===== src/rtl/vec_alu_pkg.sv =====
// Shared constants, opcodes, flag indices and FSM states
// for the sequenced vector ALU.
package vec_alu_pkg;
  localparam int ELEM_W  = 16;
  localparam int LANES   = 4;
  localparam int MAX_LEN = 16;

  localparam logic [2:0] OP_MUL = 3'b000;
  localparam logic [2:0] OP_SUB = 3'b001;
  localparam logic [2:0] OP_ADD = 3'b010;
  localparam logic [2:0] OP_SET = 3'b111;

  localparam int FLAG_C = 0;
  localparam int FLAG_Z = 1;
  localparam int FLAG_N = 2;
  localparam int FLAG_V = 3;

  typedef enum logic [2:0] {
    IDLE,
    READ,
    EXEC,
    WRITE,
    DONE
  } state_t;
endpackage


===== src/rtl/vec_flag_reduce.sv =====
// Masked reduction of per-lane C/Z/N/V flags for one group.
// Z is ANDed (1 when no lane is valid), the rest are ORed.
module vec_flag_reduce #(
  parameter int LANES = 4
) (
  input  logic [4*LANES-1:0] flags,
  input  logic [LANES-1:0]   mask,
  input  logic               carry_en,
  output logic [3:0]         red
);
  import vec_alu_pkg::*;

  always_comb begin
    red = 4'b0;
    red[FLAG_Z] = 1'b1;
    for (int i = 0; i < LANES; i++) begin
      if (mask[i]) begin
        red[FLAG_C] = red[FLAG_C] | (carry_en & flags[4*i+FLAG_C]);
        red[FLAG_Z] = red[FLAG_Z] & flags[4*i+FLAG_Z];
        red[FLAG_N] = red[FLAG_N] | flags[4*i+FLAG_N];
        red[FLAG_V] = red[FLAG_V] | flags[4*i+FLAG_V];
      end
    end
  end
endmodule


===== src/rtl/vec_alu_seq.sv =====
// Sequencer driving external ALU lanes group by group:
// read operands, execute, write back, accumulate flags.
module vec_alu_seq #(
  parameter int LANES   = vec_alu_pkg::LANES,
  parameter int MAX_LEN = vec_alu_pkg::MAX_LEN
) (
  input  logic                  clk,
  input  logic                  rst,
  input  logic                  req_valid,
  output logic                  req_ready,
  input  logic [2:0]            req_opcode,
  input  logic                  req_scalar,
  input  logic [4:0]            req_len,
  output logic                  rd_en,
  output logic [1:0]            rd_addr,
  input  logic [16*LANES-1:0]   rd_data_a,
  input  logic [16*LANES-1:0]   rd_data_b,
  input  logic [16*LANES-1:0]   rd_data_c,
  output logic [16*LANES-1:0]   alu_a,
  output logic [16*LANES-1:0]   alu_b,
  output logic [16*LANES-1:0]   alu_c,
  output logic [2:0]            alu_opcode,
  output logic                  alu_scalar,
  input  logic [16*LANES-1:0]   alu_res,
  input  logic [4*LANES-1:0]    alu_flags,
  output logic                  wr_en,
  output logic [1:0]            wr_addr,
  output logic [16*LANES-1:0]   wr_data,
  output logic [LANES-1:0]      wr_mask,
  output logic                  busy,
  output logic                  done,
  output logic [3:0]            flags_out
);
  import vec_alu_pkg::*;

  state_t           state;
  logic [4:0]       len_q;
  logic [5:0]       base;
  logic [1:0]       grp;
  logic [3:0]       acc;
  logic [3:0]       red;
  logic [3:0]       acc_next;
  logic [4:0]       eff_len;
  logic [LANES-1:0] lane_mask;
  logic             last;
  logic [16*LANES-1:0] opa, opb, opc;

  assign alu_a   = opa;
  assign alu_b   = opb;
  assign alu_c   = opc;
  assign wr_data = alu_res;

  always_comb begin
    eff_len = req_len;
    if (req_scalar)
      eff_len = 5'd1;
    else if (int'(req_len) > MAX_LEN)
      eff_len = 5'(MAX_LEN);
  end

  always_comb begin
    lane_mask = '0;
    for (int i = 0; i < LANES; i++)
      lane_mask[i] = (int'(base) + i) < int'(len_q);
  end

  assign last = (int'(base) + LANES) >= int'(len_q);

  vec_flag_reduce #(
    .LANES(LANES)
  ) u_reduce (
    .flags   (alu_flags),
    .mask    (wr_mask),
    .carry_en(alu_opcode != OP_MUL),
    .red     (red)
  );

  always_comb begin
    acc_next = acc | red;
    acc_next[FLAG_Z] = acc[FLAG_Z] & red[FLAG_Z];
  end

  always_ff @(posedge clk or posedge rst) begin
    if (rst) begin
      state      <= IDLE;
      req_ready  <= 1'b1;
      busy       <= 1'b0;
      done       <= 1'b0;
      rd_en      <= 1'b0;
      wr_en      <= 1'b0;
      wr_mask    <= '0;
      rd_addr    <= '0;
      wr_addr    <= '0;
      opa        <= '0;
      opb        <= '0;
      opc        <= '0;
      alu_opcode <= '0;
      alu_scalar <= 1'b0;
      flags_out  <= '0;
      len_q      <= '0;
      base       <= '0;
      grp        <= '0;
      acc        <= 4'b0010;
    end else begin
      rd_en   <= 1'b0;
      wr_en   <= 1'b0;
      done    <= 1'b0;
      wr_mask <= '0;
      unique case (state)
        IDLE: begin
          if (req_valid) begin
            alu_opcode <= req_opcode;
            alu_scalar <= req_scalar;
            len_q      <= eff_len;
            base       <= '0;
            grp        <= '0;
            acc        <= 4'b0010;
            req_ready  <= 1'b0;
            busy       <= 1'b1;
            if (eff_len == 5'd0) begin
              state     <= DONE;
              done      <= 1'b1;
              flags_out <= '0;
            end else begin
              state   <= READ;
              rd_en   <= 1'b1;
              rd_addr <= '0;
            end
          end
        end
        READ: state <= EXEC;
        EXEC: begin
          opa     <= rd_data_a;
          opb     <= rd_data_b;
          opc     <= rd_data_c;
          state   <= WRITE;
          wr_en   <= 1'b1;
          wr_addr <= grp;
          wr_mask <= lane_mask;
        end
        WRITE: begin
          acc <= acc_next;
          if (last) begin
            state     <= DONE;
            done      <= 1'b1;
            flags_out <= acc_next;
          end else begin
            // next group: advance element base with the group index
            grp     <= grp + 2'd1;
            base    <= base + 6'(LANES);
            rd_en   <= 1'b1;
            rd_addr <= grp + 2'd1;
            state   <= READ;
          end
        end
        DONE: begin
          state     <= IDLE;
          req_ready <= 1'b1;
          busy      <= 1'b0;
        end
        default: state <= IDLE;
      endcase
    end
  end
endmodule


===== config.mk =====
export PLATFORM = sky130hd
export DESIGN_NAME = vec_alu_seq
export DESIGN_NICKNAME = d
export VERILOG_FILES = /design/src/rtl/vec_alu_pkg.sv /design/src/rtl/vec_flag_reduce.sv /design/src/rtl/vec_alu_seq.sv
export SDC_FILE = /design/constraint.sdc
export NUM_CORES = 1
export LEC_CHECK = 0
export BUFFER_PORTS_ARGS = -buffer_cell sky130_fd_sc_hd__buf_4
export CELL_PAD_IN_SITES_DETAIL_PLACEMENT = 1
export CELL_PAD_IN_SITES_GLOBAL_PLACEMENT = 2
export CORE_ASPECT_RATIO = 1.1
export CORE_MARGIN = 3
export CORE_UTILIZATION = 21
export CTS_CLUSTER_SIZE = 12
export DETAILED_ROUTE_END_ITERATION = 10
export HOLD_SLACK_MARGIN = 0.05
export PLACE_DENSITY_LB_ADDON = 0.1
export RECOVER_POWER = 25
export SLEW_MARGIN = 0
export SYNTH_ARGS = -nofsm -noshare
export SYNTH_HDL_FRONTEND = slang
export SYNTH_HIERARCHICAL = 1
export SYNTH_SLANG_ARGS = --single-unit

===== constraint.sdc =====
create_clock -name clk -period 7.4 [get_ports clk]
set_clock_uncertainty 0.15 [all_clocks]
set_input_delay 0.74 -clock clk [delete_from_list [all_inputs] [get_ports clk]]
set_output_delay 0.74 -clock clk [all_outputs]
set_load 0.05 [all_outputs]

==> metrics, run 1 <==
outcome=finished, violations left; failing checks=max-capacitance violations, max-slew violations; M2 GR Usage=0.2558; post-synthesis register bit count=231; clk sinks=231; Die Span X=211.1 um; H-tree depth=1; max frequency=251.4 MHz; power per cell area=605.7 mW/mm2; initial core utilization=0.2127; Synth area leaders=dfrtp_1, nand2_1, buf_4; Routed WL=37.54 mm; post-synth top area share=0.5900; crit path time final=3977 ps; Longest Clk Path Bufs=3; drt first pass iters=4; WL/cell=18.40 um; peak supply drop=0.2484 mV; Seq/Total Area, Yosys=0.5954; routability cong.=0.7210; pin count of the biggest net entering global routing=137; Final Cycle Share=0.5374; Util after Layout=0.3070; Inst Count DP=1987; # port buffers=432; Synth Flop Type=dfrtp_1; max_cap viols=2; Slew Limit Headroom=-2.078; synth-to-layout area growth=44.30%; non-filler cells, final=2040; max-slew violations=113; Worst Setup End Kind=flop; met3 Track Usage GR=0.06390; critical path class=reg -> reg; number of global-route vias before repair=8807; layout net count=1725; worst reg-to-reg path cell count=4; Die Y-Extent=231.6 um; vias per std cell=4.040; core footprint=0.04566 mm2; Setup violations, final=0; unrepaired setup endpoints after global routing=no; final antenna-violating net count=0; die area=0.04887 mm2; P_leak=7.606 nW; clock slew at reported path FFs=60 ps; fillers=5341; root cell of the clock tree=clkbuf_16; Synth area leader=dfrtp_1; critical path arrival=4240 ps; synth unique cells=48; count of warnings emitted by yosys=6; Cell Area, Synth=0.009713 mm2; Async S/R FF share, synth=1.000; GRT met1 Usage=0.1648; row count=82; hold path depth=3; CTS Buf Count=29; clock latency on the worst-skew pair=550 ps; Required @ worst endpoint=7670 ps; DR iter-0 viols=313; final-report hold violation count=0; Fin Setup TNS=0 ps; IO Pins=561; first-pass GRT wire length=55.81 mm; Most Crowded Layer GR=met2; Setup crit start kind=flop; min-delay worst type=in -> reg; Synth top cells by count=nand2_1, dfrtp_1, buf_4, buf_2; Post-CTS Setup Inserts=0; CTS hold repair buffers=0; GR Util All Layers=0.1476; Critical Path Fanout Max=16; syn nets=1373; EDFF count, synth=0; layout cells sized above 1=0.3386; HPWL after detailed placement=26.83 mm; Residual DRC=0; initial antenna violation count=2; gr ovfl total=0; Avg Cell Area, Syn=9.010 um2; Multi-input gate area=0.003099 mm2; vias=8242; synthesized instance count=1078; cts repair resizes=0; count leader, synth=nand2_1; clock tree from TritonCTS=yes; Reg area=0.005783 mm2; actual slew at the worst max-slew pin=4592 ps
[placed cells by master (no fill, tap or decap), types with 2 or more instances in the layout]
cell type	instances
nand2_1	611
buf_4	434
dfrtp_1	229
clkbuf_16	29
a21oi_1	11
nor2_1	11
ha_1	11
inv_1	10
o21ai_0	8
bufinv_16	7
mux2i_1	6
nand3_1	6
nor3_1	6
clkbuf_1	6
clkbuf_8	6
a22oi_1	6
o22ai_1	4
and3_1	3
nand2b_1	3
clkinv_2	3
diode_2	2
nand3b_1	2
a31oi_1	2
a21boi_0	2
xor2_1	2
nand4_1	2
dfstp_2	2
nor2b_1	2
[critical path: stages (launching register included)]
cell,delay (ps)
dfrtp_1,460
nor4b_1,2160
a31oi_1,400
a31oi_2,520
o22ai_1,150
[stage by stage]
step	hold WS, ps	setup WS, ps	power (mW)	cell area, um2
3_5_place_dp	313.1	3767	7.043	12980
6_report	222.9	3423	8.490	14020
4_1_cts	167.8	3743	8.690	14030
5_1_grt	193.9	2772	9.083	14020
3_3_place_gp	309.2	3791	6.986	12980
2_1_floorplan	298.5	180.4	5.546	9713
[power by group]
group | switching [mW] | total [mW] | internal [mW]
clock network | 0.573 | 1.59 | 1.02
registers | 0.371 | 2.26 | 1.88
logic | 3.38 | 4.64 | 1.26
[final cells by class]
| cell class | count | share of cell area |
|---|---|---|
| Clock inverter | 10 | 0.01607 |
| Antenna cell | 2 | 0.0003571 |
| Inverter | 12 | 0.003660 |
| Timing Repair Buffer | 436 | 0.2344 |
| Multi-Input combinational cell | 720 | 0.2211 |
| Clock buffer | 41 | 0.05928 |
| Tap cell | 588 | 0.05249 |
| Sequential cell | 231 | 0.4126 |
[flip-flops by register name, indices dropped and copies added, names as in the netlist, 4 cells and up]
signal / count
flags_out: 4
base: 4
acc: 4
len_q: 5
wr_mask: 4
alu_c: 64
alu_b: 64
alu_a: 64
[worst paths after layout]
| path | from | to | slack [ps] |
|---|---|---|---|
| max in group asynchronous | rst | alu_b[43] | 3530 |
| min in group asynchronous | rst | alu_b[36] | 1420 |
| worst min register to register | alu_a[4] | alu_a[4] | 320 |
| worst max register to register | state[0] | flags_out[1] | 3420 |
| worst max-delay path | state[0] | flags_out[1] | 3420 |
| worst min-delay path | rd_data_c[52] | alu_c[52] | 220 |
[per-layer routing]
layer  part of all wire  up-vias  wire, um
met5                  0        -         0
met4              0.024        0       913
met3               0.11       66      3944
met2               0.50      310     18600
met1               0.38     3890     14080
li1                   -     3976         -
[kinds of logic (layout without fill, tap and decap cells)]
family	count (synthesis)	count (layout)	synth area share
flip-flops	231	231	0.5954
AND/OR/NAND/NOR	654	654	0.2633
buffers and inverters	127	499	0.08425
AO/OA/AOI/OAI	45	45	0.03285
other	0	2	0
multiplexers	7	7	0.007343
adder cells (fa/ha/maj)	11	11	0.01417
XOR/XNOR	3	3	0.002706
No activity file was read; power rests on OpenSTA's default activity.
==> inputs of run 2 (changes only) <==
- ABC_AREA: not set -> 1
- clock period: 7.4 -> 3.3 ns (I/O delays scaled with it)
==> run 2 against run 1 <==
  * The run still ends with max-capacitance violations, max-slew violations left
  * Final cell count rose by 13%
  * Combinational power is 130% higher
  * Die area fell by 1.1%
  * Register-to-register slack got worse by 2600 ps
  * First-iteration DRC count rose by 9.3%
  * Largest cell class unchanged
  * Utilization increased by 5.4 points
  * Area after synthesis shrank 1.1%
==> metrics, run 2 <==
Synth Area in Adders=0.01433 (+0.0001569); Setup crit start kind=primary input; Synth top cells by count=nand2_1, dfrtp_1, buf_4, inv_1, clkbuf_1; WP buf/inv=4 (+4); power per cell area=1178 mW/mm2 (+94%); final setup margin=803.6 ps (-2619 ps); min-delay worst type=in -> reg; unrepaired setup endpoints after global routing=no; Reg area=0.005783 mm2 (unchanged); final antenna-violating net count=0 (unchanged); first-pass GRT wire length=61.42 mm (+10%); DP Area=0.01305 mm2 (+0.60%); clk sinks=231 (unchanged); synth unique cells=25 (-48%); count of warnings emitted by yosys=6 (unchanged); Die Y-Extent=230.3 um (-0.53%); Hold Path Origin=alu_flags[2]; Multi-input gate area=0.003032 mm2 (-2.2%); post-synthesis xor/xnor area fraction=0.0009117 (-0.001793); layout net count=1986 (+15%); Die Span X=209.9 um (-0.53%); max-slew violations=40 (-65%); die area=0.04835 mm2 (-1.1%); Synth area leader=dfrtp_1; worst reg-to-reg path cell count=9 (+5); initial core utilization=0.2145 (+0.001714); initial antenna violation count=4 (+2); critical path arrival=2640 ps (-1600 ps); final instance area=0.01617 mm2 (+15%); core footprint=0.04480 mm2 (-1.9%); Design Power=19.04 mW (+120%); Residual DRC=0 (unchanged); CTS Buf Count=30 (+3.4%); count leader, synth=nand2_1; actual slew at the worst max-slew pin=1898 ps (-2694 ps); root cell of the clock tree=clkbuf_16; gr ovfl total=0 (unchanged); routability cong.=0.7356 (+2.0%); Setup violations, final=0 (unchanged); worst r2r dst=flags_out[1]; cell family with most CP delay=buffers and inverters; H-tree depth=1 (unchanged); post-synthesis compound-gate area fraction=0.01224 (-0.02061); Synth Flop Type=dfrtp_1; max frequency=400.6 MHz; crit path time final=2496 ps; peak supply drop=0.7231 mV (+190%); Longest Clk Path Bufs=3 (unchanged); EDFF count, synth=0 (unchanged); Slew Limit Headroom=-0.2655 (+1.813); row count=81 (-1.2%); Async S/R FF share, synth=1.000 (unchanged); Worst Setup End Kind=async pin; P_leak=8.660 nW (+14%); clock tree from TritonCTS=yes; reg2reg setup slack=870 ps (-2550 ps); clock latency on the worst-skew pair=560 ps (about the same); commonest cells after routing, fill and taps aside=nand2_1, buf_4, dfrtp_1; Final Cycle Share=0.7565; Routed WL=39.65 mm (+5.6%); post-synth top area share=0.5965 (+0.006531); Synth Area in Simple Gates=0.2881 (+0.02480); layout cells sized above 1=0.2927 (-0.04591); HPWL after detailed placement=28.31 mm (+5.5%); CP max stage delay=1470 ps (-690 ps); failing checks=max-capacitance violations, max-slew violations; vias per std cell=4.037 (about the same); syn nets=1416 (+3.1%); fillers=5255 (-1.6%); clock slew at reported path FFs=60 ps (about the same); synthesized instance count=1121 (+4.0%); post-synthesis register bit count=231 (unchanged); final-report hold violation count=0 (unchanged); dpl ws=1080 ps (-2686 ps); pin count of the biggest net entering global routing=111 (-19%); drt first pass iters=4 (unchanged); IO Pins=561 (unchanged); GR Util All Layers=0.1601 (+0.01246); outcome=finished, violations left; synth-to-layout area growth=68.30%; number of global-route vias before repair=10.17k (+15%); worst path cell trace=dlygate4sd3_1 > buf_4 > clkinvlp_4 > dlymetal6s4s_1; DR iter-0 viols=342 (+9.3%); largest family of logic cells by synthesized area=simple AND/OR/NAND/NOR gates; max_cap viols=1 (-1); Seq/Total Area, Yosys=0.6020 (+0.006591); critical path class=in -> async; Crit-path slowest cell=dlymetal6s4s_1; WL/cell=17.26 um (-6.2%); most common cell after layout, fill and taps aside=nand2_1; mux share of post-synthesis cell area=0 (-0.007343); worst r2r src=wr_mask[2]; # port buffers=432 (unchanged); Critical Path Fanout Max=39 (+23); vias=9277 (+13%); Avg Cell Area, Syn=8.570 um2 (-4.9%); Cell Area, Synth=0.009607 mm2 (-1.1%); hold path depth=5 (+2); Required @ worst endpoint=3450 ps (-4220 ps); Synth area leaders=dfrtp_1, nand2_1, buf_4; Hold Path End=acc[2]; Fin Setup TNS=0 ps (unchanged)
[run 2: area by class of cell]
type | count | share of cell area
diodes | 2 | 0.0003095
clock buffers | 44 | 0.05781
clock inverters | 12 | 0.007120
inverters | 30 | 0.007507
multi-input cells | 750 | 0.1875
flip-flops and latches | 231 | 0.3577
well taps | 581 | 0.04496
repair buffers | 648 | 0.3371
[run 2: kinds of logic (layout without fill, tap and decap cells)]
group | count (synthesis) | in the layout
and+or+nand+nor | 715 | 715
xor gates and xnor gates | 1 | 1
DFF | 231 | 231
AOI/OAI and AO/OA | 23 | 23
other | 0 | 2
adders and majority gates | 11 | 11
buffers and inverters | 140 | 734
[run 2: how the worst max path moves through the flow]
stage | start | endpoint | slack [ps] | depth (start not counted)
after global routing | rst | alu_c[18] | 390 | 4
final | rst | alu_c[47] | 800 | 4
after detailed placement | state[2] | wr_mask[0] | 1080 | 4
after CTS | wr_mask[2] | flags_out[1] | 890 | 9
after global placement | state[2] | alu_b[31] | 1110 | 4
after floorplan | rst | acc[0] | -200 | 1
[run 2: worst register-to-register path, stage by stage, from the launching register on]
cell,delay (ps)
dfrtp_1,450
nand2_1,100
o21ai_0,60
dlygate4sd3_1,550
nor2_1,90
dlygate4sd3_1,550
nand2_1,80
a21oi_1,160
nand3_1,100
nand2_1,80
[run 2: where the power goes]
group | total [mW] | internal (mW) | switching (mW) | leakage (nW)
clock | 3.42 | 2.10 | 1.31 | 0.523
sequential | 5.03 | 4.22 | 0.811 | 2.86
combinational | 10.6 | 2.93 | 7.66 | 5.28
[run 2: layer usage]
layer | share of wire | global-route usage
met4 | 0.021 | 0.03810
met3 | 0.083 | 0.05158
met1 | 0.41 | 0.1966
met2 | 0.48 | 0.2730
met5 | 0.00068 | 0
[run 2: timing repair]
action	4_1_cts	5_1_grt
gates resized for setup	0	0
hold buffers	208	0
setup buffers	0	0
endpoints found under the hold margin	432	0
[run 2: metrics by stage]
| step | utilization | cells | hold WS, ps |
|---|---|---|---|
| 2_1_floorplan | - | 1121 | 286.6 |
| 3_3_place_gp | 0.2914 | 2032 | 304.5 |
| 3_5_place_dp | 0.2914 | 2032 | 308.2 |
| 4_1_cts | 0.3613 | 2296 | 58.84 |
| 5_1_grt | 0.3609 | 2298 | 109.2 |
| 6_report | 0.3609 | 2298 | 88.19 |
